==> src/rtl/stone_drawer_pkg.sv <==
// Shared game constants: item record layout, screen limits, type codes, colours
// and the drawer's state encoding.
package stone_drawer_pkg;
  localparam int REC_X_LSB    = 23;
  localparam int REC_Y_LSB    = 11;
  localparam int REC_TYPE_LSB = 2;
  localparam int REC_VIS_BIT  = 1;

  localparam int SCREEN_W = 320;
  localparam int SCREEN_H = 240;

  localparam logic [1:0] TYPE_STONE = 2'd0;
  localparam logic [1:0] TYPE_GOLD  = 2'd1;

  localparam logic [2:0] COL_STONE_DEF   = 3'b111;
  localparam logic [2:0] COL_GOLD_DEF    = 3'b110;
  localparam logic [2:0] COL_DIAMOND_DEF = 3'b011;
  localparam logic [2:0] COL_BG_DEF      = 3'b000;

  typedef enum logic [3:0] {
    IDLE, E_ADDR, E_WAIT, E_DECIDE, E_PIX,
    D_ADDR, D_WAIT, D_DECIDE, D_PIX, FIN
  } state_t;
endpackage

==> src/rtl/stone_drawer_sprite_scan.sv <==
// Square pixel generator: one registered pixel per cycle from go, row-major,
// with off-screen pixels still taking their cycle but leaving plot low.
module sprite_scan import stone_drawer_pkg::*; #(
  parameter int SPRITE_SIZE = 16,
  parameter int COLOUR_W    = 3
) (
  input  logic                clock,
  input  logic                resetn,
  input  logic                go,
  input  logic [8:0]          base_x,
  input  logic [7:0]          base_y,
  input  logic [COLOUR_W-1:0] colour_in,
  output logic                plot,
  output logic [8:0]          x_out,
  output logic [7:0]          y_out,
  output logic [COLOUR_W-1:0] colour,
  output logic                last
);
  localparam int HW = $clog2(SPRITE_SIZE);
  localparam int CW = 2 * HW;

  logic [CW-1:0]       cnt, pix;
  logic                active;
  logic [8:0]          bx, cur_x;
  logic [7:0]          by, cur_y;
  logic [COLOUR_W-1:0] col, cur_col;
  logic [9:0]          x_sum;
  logic [8:0]          y_sum;
  logic                in_bounds;

  // pixel 0 is emitted on the go edge itself so the square has no lead-in gap
  assign pix     = go ? '0 : cnt;
  assign cur_x   = go ? base_x : bx;
  assign cur_y   = go ? base_y : by;
  assign cur_col = go ? colour_in : col;
  assign x_sum   = {1'b0, cur_x} + 10'(pix[HW-1:0]);
  assign y_sum   = {1'b0, cur_y} + 9'(pix[CW-1:HW]);
  assign in_bounds = (x_sum < 10'(SCREEN_W)) && (y_sum < 9'(SCREEN_H));

  always_ff @(posedge clock) begin
    if (!resetn) begin
      cnt <= '0; active <= 1'b0; bx <= '0; by <= '0; col <= '0;
      plot <= 1'b0; x_out <= '0; y_out <= '0; colour <= '0; last <= 1'b0;
    end else begin
      last <= 1'b0;
      if (go) begin
        bx <= base_x; by <= base_y; col <= colour_in;
        cnt <= CW'(1); active <= 1'b1;
      end else if (active) begin
        cnt <= cnt + 1'b1;
        if (cnt == CW'(SPRITE_SIZE * SPRITE_SIZE - 1)) begin
          active <= 1'b0;
          last   <= 1'b1;
        end
      end
      if (go || active) begin
        plot   <= in_bounds;
        x_out  <= x_sum[8:0];
        y_out  <= y_sum[7:0];
        colour <= cur_col;
      end else begin
        plot <= 1'b0;
      end
    end
  end
endmodule

==> src/rtl/stone_drawer.sv <==
// Per-frame item renderer: erases items that moved or vanished using a shadow
// of last-drawn positions, then redraws every visible item as a solid square.
module stone_drawer import stone_drawer_pkg::*; #(
  parameter int                  SPRITE_SIZE  = 16,
  parameter int                  READ_LATENCY = 2,
  parameter int                  COLOUR_W     = 3,
  parameter logic [COLOUR_W-1:0] COL_STONE    = COL_STONE_DEF,
  parameter logic [COLOUR_W-1:0] COL_GOLD     = COL_GOLD_DEF,
  parameter logic [COLOUR_W-1:0] COL_DIAMOND  = COL_DIAMOND_DEF,
  parameter logic [COLOUR_W-1:0] COL_BG       = COL_BG_DEF
) (
  input  logic                clock,
  input  logic                resetn,
  input  logic                start,
  input  logic [3:0]          quantity,
  input  logic [31:0]         ram_data,
  output logic                draw_stone_flag,
  output logic [3:0]          draw_index,
  output logic                plot,
  output logic [8:0]          x_out,
  output logic [7:0]          y_out,
  output logic [COLOUR_W-1:0] colour,
  output logic                busy,
  output logic                done
);
  localparam int WAIT_W = $clog2(READ_LATENCY + 1);

  state_t              state, adv_state;
  logic [3:0]          qty, adv_idx;
  logic [WAIT_W-1:0]   wait_cnt;
  logic [8:0]          rec_x, go_x;
  logic [7:0]          rec_y, go_y;
  logic [1:0]          rec_type;
  logic                rec_vis;
  logic [15:0]         sh_valid;
  logic [8:0]          sh_x [16];
  logic [7:0]          sh_y [16];
  logic                erase_hit, go, scan_last, in_erase;
  logic [COLOUR_W-1:0] type_col, go_col;
  logic                unused_bits;

  assign unused_bits = ^{ram_data[22:19], ram_data[10:4], ram_data[0]};

  always_comb begin
    type_col = COL_DIAMOND;  // types 2 and 3 share a colour
    case (rec_type)
      TYPE_STONE: type_col = COL_STONE;
      TYPE_GOLD:  type_col = COL_GOLD;
      default:    type_col = COL_DIAMOND;
    endcase
    erase_hit = sh_valid[draw_index] &&
                (!rec_vis || rec_x != sh_x[draw_index] || rec_y != sh_y[draw_index]);
    go     = (state == E_DECIDE && erase_hit) || (state == D_DECIDE && rec_vis);
    go_x   = (state == E_DECIDE) ? sh_x[draw_index] : rec_x;
    go_y   = (state == E_DECIDE) ? sh_y[draw_index] : rec_y;
    go_col = (state == E_DECIDE) ? COL_BG : type_col;
    // where to go once the current record is finished
    in_erase = (state == E_DECIDE) || (state == E_PIX);
    if (draw_index == qty - 4'd1) begin
      adv_idx   = '0;
      adv_state = in_erase ? D_ADDR : FIN;
    end else begin
      adv_idx   = draw_index + 4'd1;
      adv_state = in_erase ? E_ADDR : D_ADDR;
    end
  end

  always_ff @(posedge clock) begin
    if (!resetn) begin
      state <= IDLE; qty <= '0; wait_cnt <= '0; draw_index <= '0;
      busy <= 1'b0; draw_stone_flag <= 1'b0; done <= 1'b0;
      rec_x <= '0; rec_y <= '0; rec_type <= '0; rec_vis <= 1'b0;
      sh_valid <= '0;
    end else begin
      done <= 1'b0;
      case (state)
        IDLE: if (start) begin
          busy <= 1'b1; draw_stone_flag <= 1'b1;
          draw_index <= '0; qty <= quantity;
          state <= (quantity == 4'd0) ? FIN : E_ADDR;
        end
        E_ADDR, D_ADDR: begin
          wait_cnt <= '0;
          state <= (state == E_ADDR) ? E_WAIT : D_WAIT;
        end
        E_WAIT, D_WAIT: begin
          if (wait_cnt == WAIT_W'(READ_LATENCY - 1)) begin
            rec_x    <= ram_data[REC_X_LSB +: 9];
            rec_y    <= ram_data[REC_Y_LSB +: 8];
            rec_type <= ram_data[REC_TYPE_LSB +: 2];
            rec_vis  <= ram_data[REC_VIS_BIT];
            state <= (state == E_WAIT) ? E_DECIDE : D_DECIDE;
          end else begin
            wait_cnt <= wait_cnt + 1'b1;
          end
        end
        E_DECIDE: begin
          if (erase_hit) state <= E_PIX;
          else begin state <= adv_state; draw_index <= adv_idx; end
        end
        D_DECIDE: begin
          sh_valid[draw_index] <= rec_vis;
          if (rec_vis) begin
            sh_x[draw_index] <= rec_x;
            sh_y[draw_index] <= rec_y;
            state <= D_PIX;
          end else begin
            state <= adv_state; draw_index <= adv_idx;
          end
        end
        E_PIX, D_PIX: if (scan_last) begin
          state <= adv_state; draw_index <= adv_idx;
        end
        FIN: begin
          done <= 1'b1; busy <= 1'b0; draw_stone_flag <= 1'b0;
          state <= IDLE;
        end
        default: state <= IDLE;
      endcase
    end
  end

  sprite_scan #(.SPRITE_SIZE(SPRITE_SIZE), .COLOUR_W(COLOUR_W)) u_scan (
    .clock(clock), .resetn(resetn), .go(go),
    .base_x(go_x), .base_y(go_y), .colour_in(go_col),
    .plot(plot), .x_out(x_out), .y_out(y_out), .colour(colour), .last(scan_last)
  );
endmodule

==> config.mk <==
export PLATFORM = sky130hd
export DESIGN_NAME = stone_drawer
export DESIGN_NICKNAME = d
export VERILOG_FILES = /design/src/rtl/stone_drawer_pkg.sv /design/src/rtl/stone_drawer_sprite_scan.sv /design/src/rtl/stone_drawer.sv
export SDC_FILE = /design/constraint.sdc
export NUM_CORES = 1
export LEC_CHECK = 0
export BUFFER_PORTS_ARGS = -buffer_cell sky130_fd_sc_hd__buf_2
export CORE_UTILIZATION = 60
export CTS_BUF_LIST = sky130_fd_sc_hd__clkbuf_2
export DETAILED_ROUTE_END_ITERATION = 12
export PLACE_DENSITY = 0.79
export SLEW_MARGIN = 30
export SYNTH_ARGS = -nofsm -noshare
export SYNTH_HDL_FRONTEND = slang
export SYNTH_HIERARCHICAL = 1
export SYNTH_SLANG_ARGS = --single-unit
export TNS_END_PERCENT = 10
==> constraint.sdc <==
create_clock -name clock -period 9.8 [get_ports clock]
set_clock_uncertainty 0.05 [all_clocks]
set_input_delay 0.49 -clock clock [delete_from_list [all_inputs] [get_ports clock]]
set_output_delay 0.49 -clock clock [all_outputs]
set_load 0.005 [all_outputs]
==> results of run 1 <==
[layout make-up]
type	instances	area share (%)
antenna	2	0.0275
clock buffer	138	3.79
clock inverter	29	0.907
inverter	23	0.474
multi-input combinational	756	31.8
sequential	379	56.7
tap	341	2.34
timing repair buffer	105	3.93
[sequential cells by signal, indices dropped and copies added (netlist names), 4 cells and up, named ones only]
register	count
qty	4
sh_valid	16
sh_y	128
rec_x	9
rec_y	8
state	4
u_scan/bx	9
u_scan/by	8
u_scan/y_out	8
draw_index	4
u_scan/cnt	8
sh_x	144
u_scan/x_out	9
[cell families after synthesis]
kind of cell / synth area share [%]
flops: 62.3
simple gates: 10.4
compound gates: 7.52
mux: 13.4
buf+inv: 2.94
xor+xnor: 1.91
fa+ha+maj: 1.45
[critical path, delay by kind of cell, from the launching register on]
kind | cells | cell delay, ns
AO/OA/AOI/OAI | 6 | 1.64
XOR/XNOR | 1 | 0.39
adder cells (fa/ha/maj) | 1 | 0.32
buffers and inverters | 3 | 1.16
flip-flops | 1 | 0.71
multiplexers | 3 | 1.25
AND/OR/NAND/NOR | 4 | 1.18
[power by group]
part / switching (mW) / total [mW] / internal (mW)
Combinational: 0.178 / 0.307 / 0.129
Sequential: 0.0504 / 1.77 / 1.72
Clock: 0.617 / 1.04 / 0.427
Total: 0.846 / 3.12 / 2.28
[layer usage]
| metal | routed length (um) | track usage, % | part of all wire, % |
|---|---|---|---|
| met5 | 0 | 0 | 0 |
| met4 | 997 | 10.9 | 2.6 |
| met3 | 3590 | 6.18 | 9.2 |
| met2 | 18800 | 45.5 | 48 |
| met1 | 15700 | 38.3 | 40 |
[per-stage QoR]
stage,cell area (um2),hold slack (ns),utilization (%),instances
floorplan,16500,0.387,-,1235
detailed placement,17100,0.393,63.2,1579
finish,18200,0.143,67.4,1773
global placement,17100,0.386,63.2,1579
CTS,18200,0.0589,67.3,1771
global route,18200,0.0849,67.4,1773
[final timing paths]
path	startpoint	endpoint	slack, ns	cells after the start
setup / recovery	flip-flop	u_scan/plot$_SDFF_PN0_	3.02	18
hold / removal	resetn	u_scan/by[0]$_SDFF_PN0_	0.14	3
setup reg to reg	flip-flop	u_scan/plot$_SDFF_PN0_	3.02	18
hold reg to reg	u_scan/x_out[2]$_SDFFE_PN0N_	u_scan/x_out[2]$_SDFFE_PN0N_	0.41	2
[layout by cell type (no fill, tap or decap), types with 18 or more instances in the layout]
master,synthesis,routed
buf_4,5,26
edfxtp_1,272,272
o21ai_0,45,45
dfxtp_1,107,103
clkinv_1,3,25
nor2_1,96,80
a21oi_1,58,58
mux2_2,21,21
inv_1,18,18
mux4_2,55,55
mux2i_1,55,55
dlygate4sd3_1,0,25
nand2b_1,19,19
nand3_1,24,23
clkbuf_2,0,138
nand2_1,132,132
buf_2,14,54
xnor2_1,19,19
==> qor.txt, run 1 <==
RSZ-0062 raised after global routing -> false
Die X -> 168 um
H-tree depth -> 3
Die height -> 168 um
Most common cell in the netlist -> edfxtp_1
Max Clk Rate -> 147 MHz
Count of pins over their slew limit -> 0
Via count -> 11000
GPL Wtd Cong -> 0.943
Synth Register Bits -> 379
Drt total wl -> 39.1 mm
Data arrival time of the critical path -> 7.59 ns
Vias per cell -> 6.19
LEAKAGE -> 6.35 nW
Multi-input logic area -> 5800 um2
CP Capture Type -> flip-flop
Endpoints failing setup -> 0
Router iterations before antenna repair -> 6
Setup WS post-layout -> 3.02 ns
Setup_tns -> 0 ns
CTS tree -> yes
CP peak stage delay -> 0.71 ns
Total GRT Usage -> 28.4%
Async SR Flop Fraction -> 0%
Sequential area share after synthesis -> 62.3%
Period utilization -> 69.2%
Worst VDD drop -> 0.000118 V
Leading area contributor after synthesis -> edfxtp_1
Clk sink count -> 379
Min-delay worst type -> primary input to flip-flop
Synth Net Count -> 1292
Layout cells sized above 1 -> 23.2%
WS Path Type -> flip-flop to flip-flop
Post-synth top area share -> 49.4%
Die ar. -> 28200 um2
CTS max path bufs -> 3
Initial DRC Count -> 1195
Worst EP required -> 10.61 ns
Syn avg cell area -> 13.4 um2
Area grow syn2layout -> 10.0%
Clk slew on worst S/H paths -> 0.11 ns
CTS Buf Count -> 92
CP max-delay cell -> dfxtp_4
Largest cells by area after synthesis -> edfxtp_1 (49%), dfxtp_1 (13%), mux4_2 (7.5%)
Post-synth top cells -> edfxtp_1 (272), nand2_1 (132), dfxtp_1 (107)
Netlist cell types -> 77
Number of nets still failing antenna checks after routing -> 0
Crit-path max FO -> 42
Crit path cell chain -> buf_4 -> mux4_2 -> mux2i_1 -> xor2_1 -> nand2_1 -> a32o_1 -> nor4_1 -> a211o_1 -> nand2_1 -> buf_4 -> mux2i_1 -> inv_1 -> ha_1 -> a211o_1 -> a21oi_1 -> nand2b_1 -> a21boi_0 -> o2111a_1
Pin count of the biggest net entering global routing -> 52
Syn Inst Count -> 1235
Worst skew pair latency -> 0.93 ns
Routed length per instance -> 22.0 um
Status -> completed
Crit start category -> flip-flop
# DRC -> 0
Initial antenna violation count -> 1
Max-cap violations -> 0
Pre-CTS setup slack -> 3.11 ns
Vias in the first global route -> 10700
Mapped Area -> 16500 um2
Post-CTS sizing -> 0
DP HPWL -> 23.3 mm
Post-CTS Setup Inserts -> 0
Global-route wire length before repair -> 60.0 mm
Total grt overflow -> 0
FF/Latch Area -> 10300 um2
Io pins -> 67
Synth warnings -> 6
Pwr Total -> 3.12 mW
Core ar. -> 27000 um2
EDFF count, synth -> 272
Fin nets -> 1414
CTS root buffer -> clkbuf_2
Initial core utilization -> 61.2%
Final hold viol count -> 0
Row cnt -> 60
Relative slew slack -> 40.2%
I/O Buffers -> 54
PD cells -> 172 nW/um2
Final Critical Period -> 6.78 ns
Post-synth top flop -> edfxtp_1
Filler cells -> 1897
Post-CTS Hold Buffers -> 25
Worst slew pin tran -> 0.897 ns
(Power assumes the default switching activity.)
==> run 2, diff against run 1 <==
--- a/config.mk
+++ b/config.mk
@@ -6,10 +6,10 @@
 export NUM_CORES = 1
 export LEC_CHECK = 0
 export BUFFER_PORTS_ARGS = -buffer_cell sky130_fd_sc_hd__buf_2
-export CORE_UTILIZATION = 60
+export CORE_UTILIZATION = 58
 export CTS_BUF_LIST = sky130_fd_sc_hd__clkbuf_2
 export DETAILED_ROUTE_END_ITERATION = 12
-export PLACE_DENSITY = 0.79
+export PLACE_DENSITY = 0.8
 export SLEW_MARGIN = 30
 export SYNTH_ARGS = -nofsm -noshare
 export SYNTH_HDL_FRONTEND = slang
==> constraint.sdc (replaced) <==
create_clock -name clock -period 6 [get_ports clock]
set_clock_uncertainty 0.05 [all_clocks]
set_input_delay 0.3 -clock clock [delete_from_list [all_inputs] [get_ports clock]]
set_output_delay 0.3 -clock clock [all_outputs]
set_load 0.005 [all_outputs]
==> qor.txt, run 2 (synthesis gave the netlist of run 1 again) <==
Reg2Reg Depth -> 18
Via count -> 11000
Filler cells -> 2055
Area after DPL -> 17300 um2
Post-CTS sizing -> 0
Relative slew slack -> 38.9%
CTS tree -> yes
Data arrival time of the critical path -> 6.51 ns
Fin nets -> 1430
RSZ-0062 raised after global routing -> false
WS Path Type -> flip-flop to flip-flop
Initial antenna violation count -> 2
Switching Fraction -> 27.0%
Initial core utilization -> 59.2%
Vias per cell -> 6.03
CP Capture Type -> flip-flop
CTS Buf Count -> 92
Number of nets still failing antenna checks after routing -> 0
Total grt overflow -> 0
Final Critical Period -> 5.72 ns
Sequential power share -> 56.7%
Sw power -> 1.38 mW
Status -> completed
Min-delay worst type -> primary input to flip-flop
Clk sink count -> 379
Layout cells sized above 1 -> 23.7%
GPL Wtd Cong -> 0.852
Max reg flops -> 144
Max-cap violations -> 0
DP HPWL -> 24.8 mm
Comb pwr share -> 10.0%
Total GRT Usage -> 28.3%
Post-CTS Hold Buffers -> 30
Most common cell after layout, fill and taps aside -> edfxtp_1
Worst EP required -> 6.80 ns
Biggest register -> sh_x
Area grow syn2layout -> 11.4%
Pwr Total -> 5.13 mW
Worst slew pin tran -> 0.914 ns
Row cnt -> 61
Router iterations before antenna repair -> 6
Setup_tns -> 0 ns
Drt total wl -> 40.2 mm
I/O Buffers -> 54
Count of pins over their slew limit -> 0
Worst VDD drop -> 0.000163 V
Pint -> 3.74 mW
Crit-path max FO -> 49
Top flop regs -> sh_x (144), sh_y (128), sh_valid (16)
LEAKAGE -> 6.44 nW
# DRC -> 0
Crit start category -> flip-flop
Die X -> 171 um
Final core utilization -> 66.0%
Clock power share -> 33.3%
Global-route wire length before repair -> 60.6 mm
Die height -> 171 um
Post-CTS Setup Inserts -> 0
H-tree depth -> 3
Vias in the first global route -> 10800
Io pins -> 67
Hold slack -> 0.155 ns
CTS root buffer -> clkbuf_2
Max Clk Rate -> 175 MHz
Pin count of the biggest net entering global routing -> 50
Die ar. -> 29200 um2
Core ar. -> 27900 um2
Period utilization -> 95.3%
CTS max path bufs -> 3
Hold path cells -> 4
PD cells -> 278 nW/um2
Most frequent cells in the layout -> edfxtp_1 (272), clkbuf_2 (139), nand2_1 (132), dfxtp_1 (103), nor2_1 (80)
Post-route cell area -> 18400 um2
Final hold viol count -> 0
Initial DRC Count -> 1343
Clk slew on worst S/H paths -> 0.11 ns
Routed length per instance -> 22.0 um
Endpoints failing setup -> 0
Worst skew pair latency -> 0.88 ns
-- run 2: cell types whose count changed in the layout (fill, tap and decap cells not counted) --
cell and change:
clkinv_2 -1, dlygate4sd3_1 +5, nand3_1 +1, buf_4 +8, clkbuf_2 +1, buf_12 +3, nand3_2 -1, nor2_4 +1
inv_2 +1, nor2_2 -1
-- run 2: critical path, cell delays in order, from the launching register on --
cell and delay [ns]:
dfxtp_4 0.52, buf_12 0.33, mux4_2 0.56, mux2i_1 0.23, xor2_1 0.34, nand2_1 0.09
a32o_1 0.28, nor4_1 0.70, a211o_1 0.28, nand2_1 0.10, buf_12 0.19, mux2i_1 0.33
inv_1 0.09, ha_1 0.34, a211o_1 0.31, a21oi_1 0.33, nand2b_1 0.19, a21boi_0 0.20
o2111a_1 0.18
-- run 2: through the flow --
stage | std cells | worst slack, ns
6_report | 1827 | 0.283
2_1_floorplan | 1235 | 1.13
4_1_cts | 1825 | 0.415
3_5_place_dp | 1627 | 0.434
3_3_place_gp | 1627 | 0.629
5_1_grt | 1826 | 0.0434
-- run 2: final cells by class --
| type | count | area (um2) | share of cell area (%) |
|---|---|---|---|
| Sequential cell | 379 | 10300 | 56.0 |
| Clock inverter | 29 | 164 | 0.890 |
| Multi-Input combinational cell | 756 | 5800 | 31.5 |
| Tap cell | 378 | 473 | 2.57 |
| Clock buffer | 139 | 696 | 3.78 |
| Timing Repair Buffer | 121 | 886 | 4.81 |
| Inverter | 23 | 86.3 | 0.469 |
| Antenna cell | 2 | 5.00 | 0.0272 |
-- run 2: power groups by stage --
stage               registers, mW  clock network (mW)  logic (mW)
floorplan                    2.90                   0       0.409
global placement             2.96                   0       0.458
detailed placement           2.96                   0       0.470
CTS                          2.90                1.73       0.500
global route                 2.91                1.87       0.559
finish                       2.91                1.71       0.513
-- run 2: path summary, 6_finish.rpt --
kind / to / start / slack, ns
setup / recovery: u_scan/plot$_SDFF_PN0_ / flip-flop / 0.28
hold reg to reg: u_scan/y_out[2]$_SDFFE_PN0N_ / u_scan/y_out[2]$_SDFFE_PN0N_ / 0.42
setup reg to reg: u_scan/plot$_SDFF_PN0_ / flip-flop / 0.28
hold / removal: rec_y[6]$_SDFFE_PN0P_ / ram_data[17] / 0.15
-- run 2: layer usage --
layer | vias to the layer above | GRT usage [%] | wire length (um)
met2 | 536 | 46.7 | 19900
met3 | 96 | 5.62 | 3530
met5 | - | 0 | 0
li1 | 4979 | - | -
met4 | 0 | 10.9 | 1030
met1 | 5409 | 37.1 | 15800
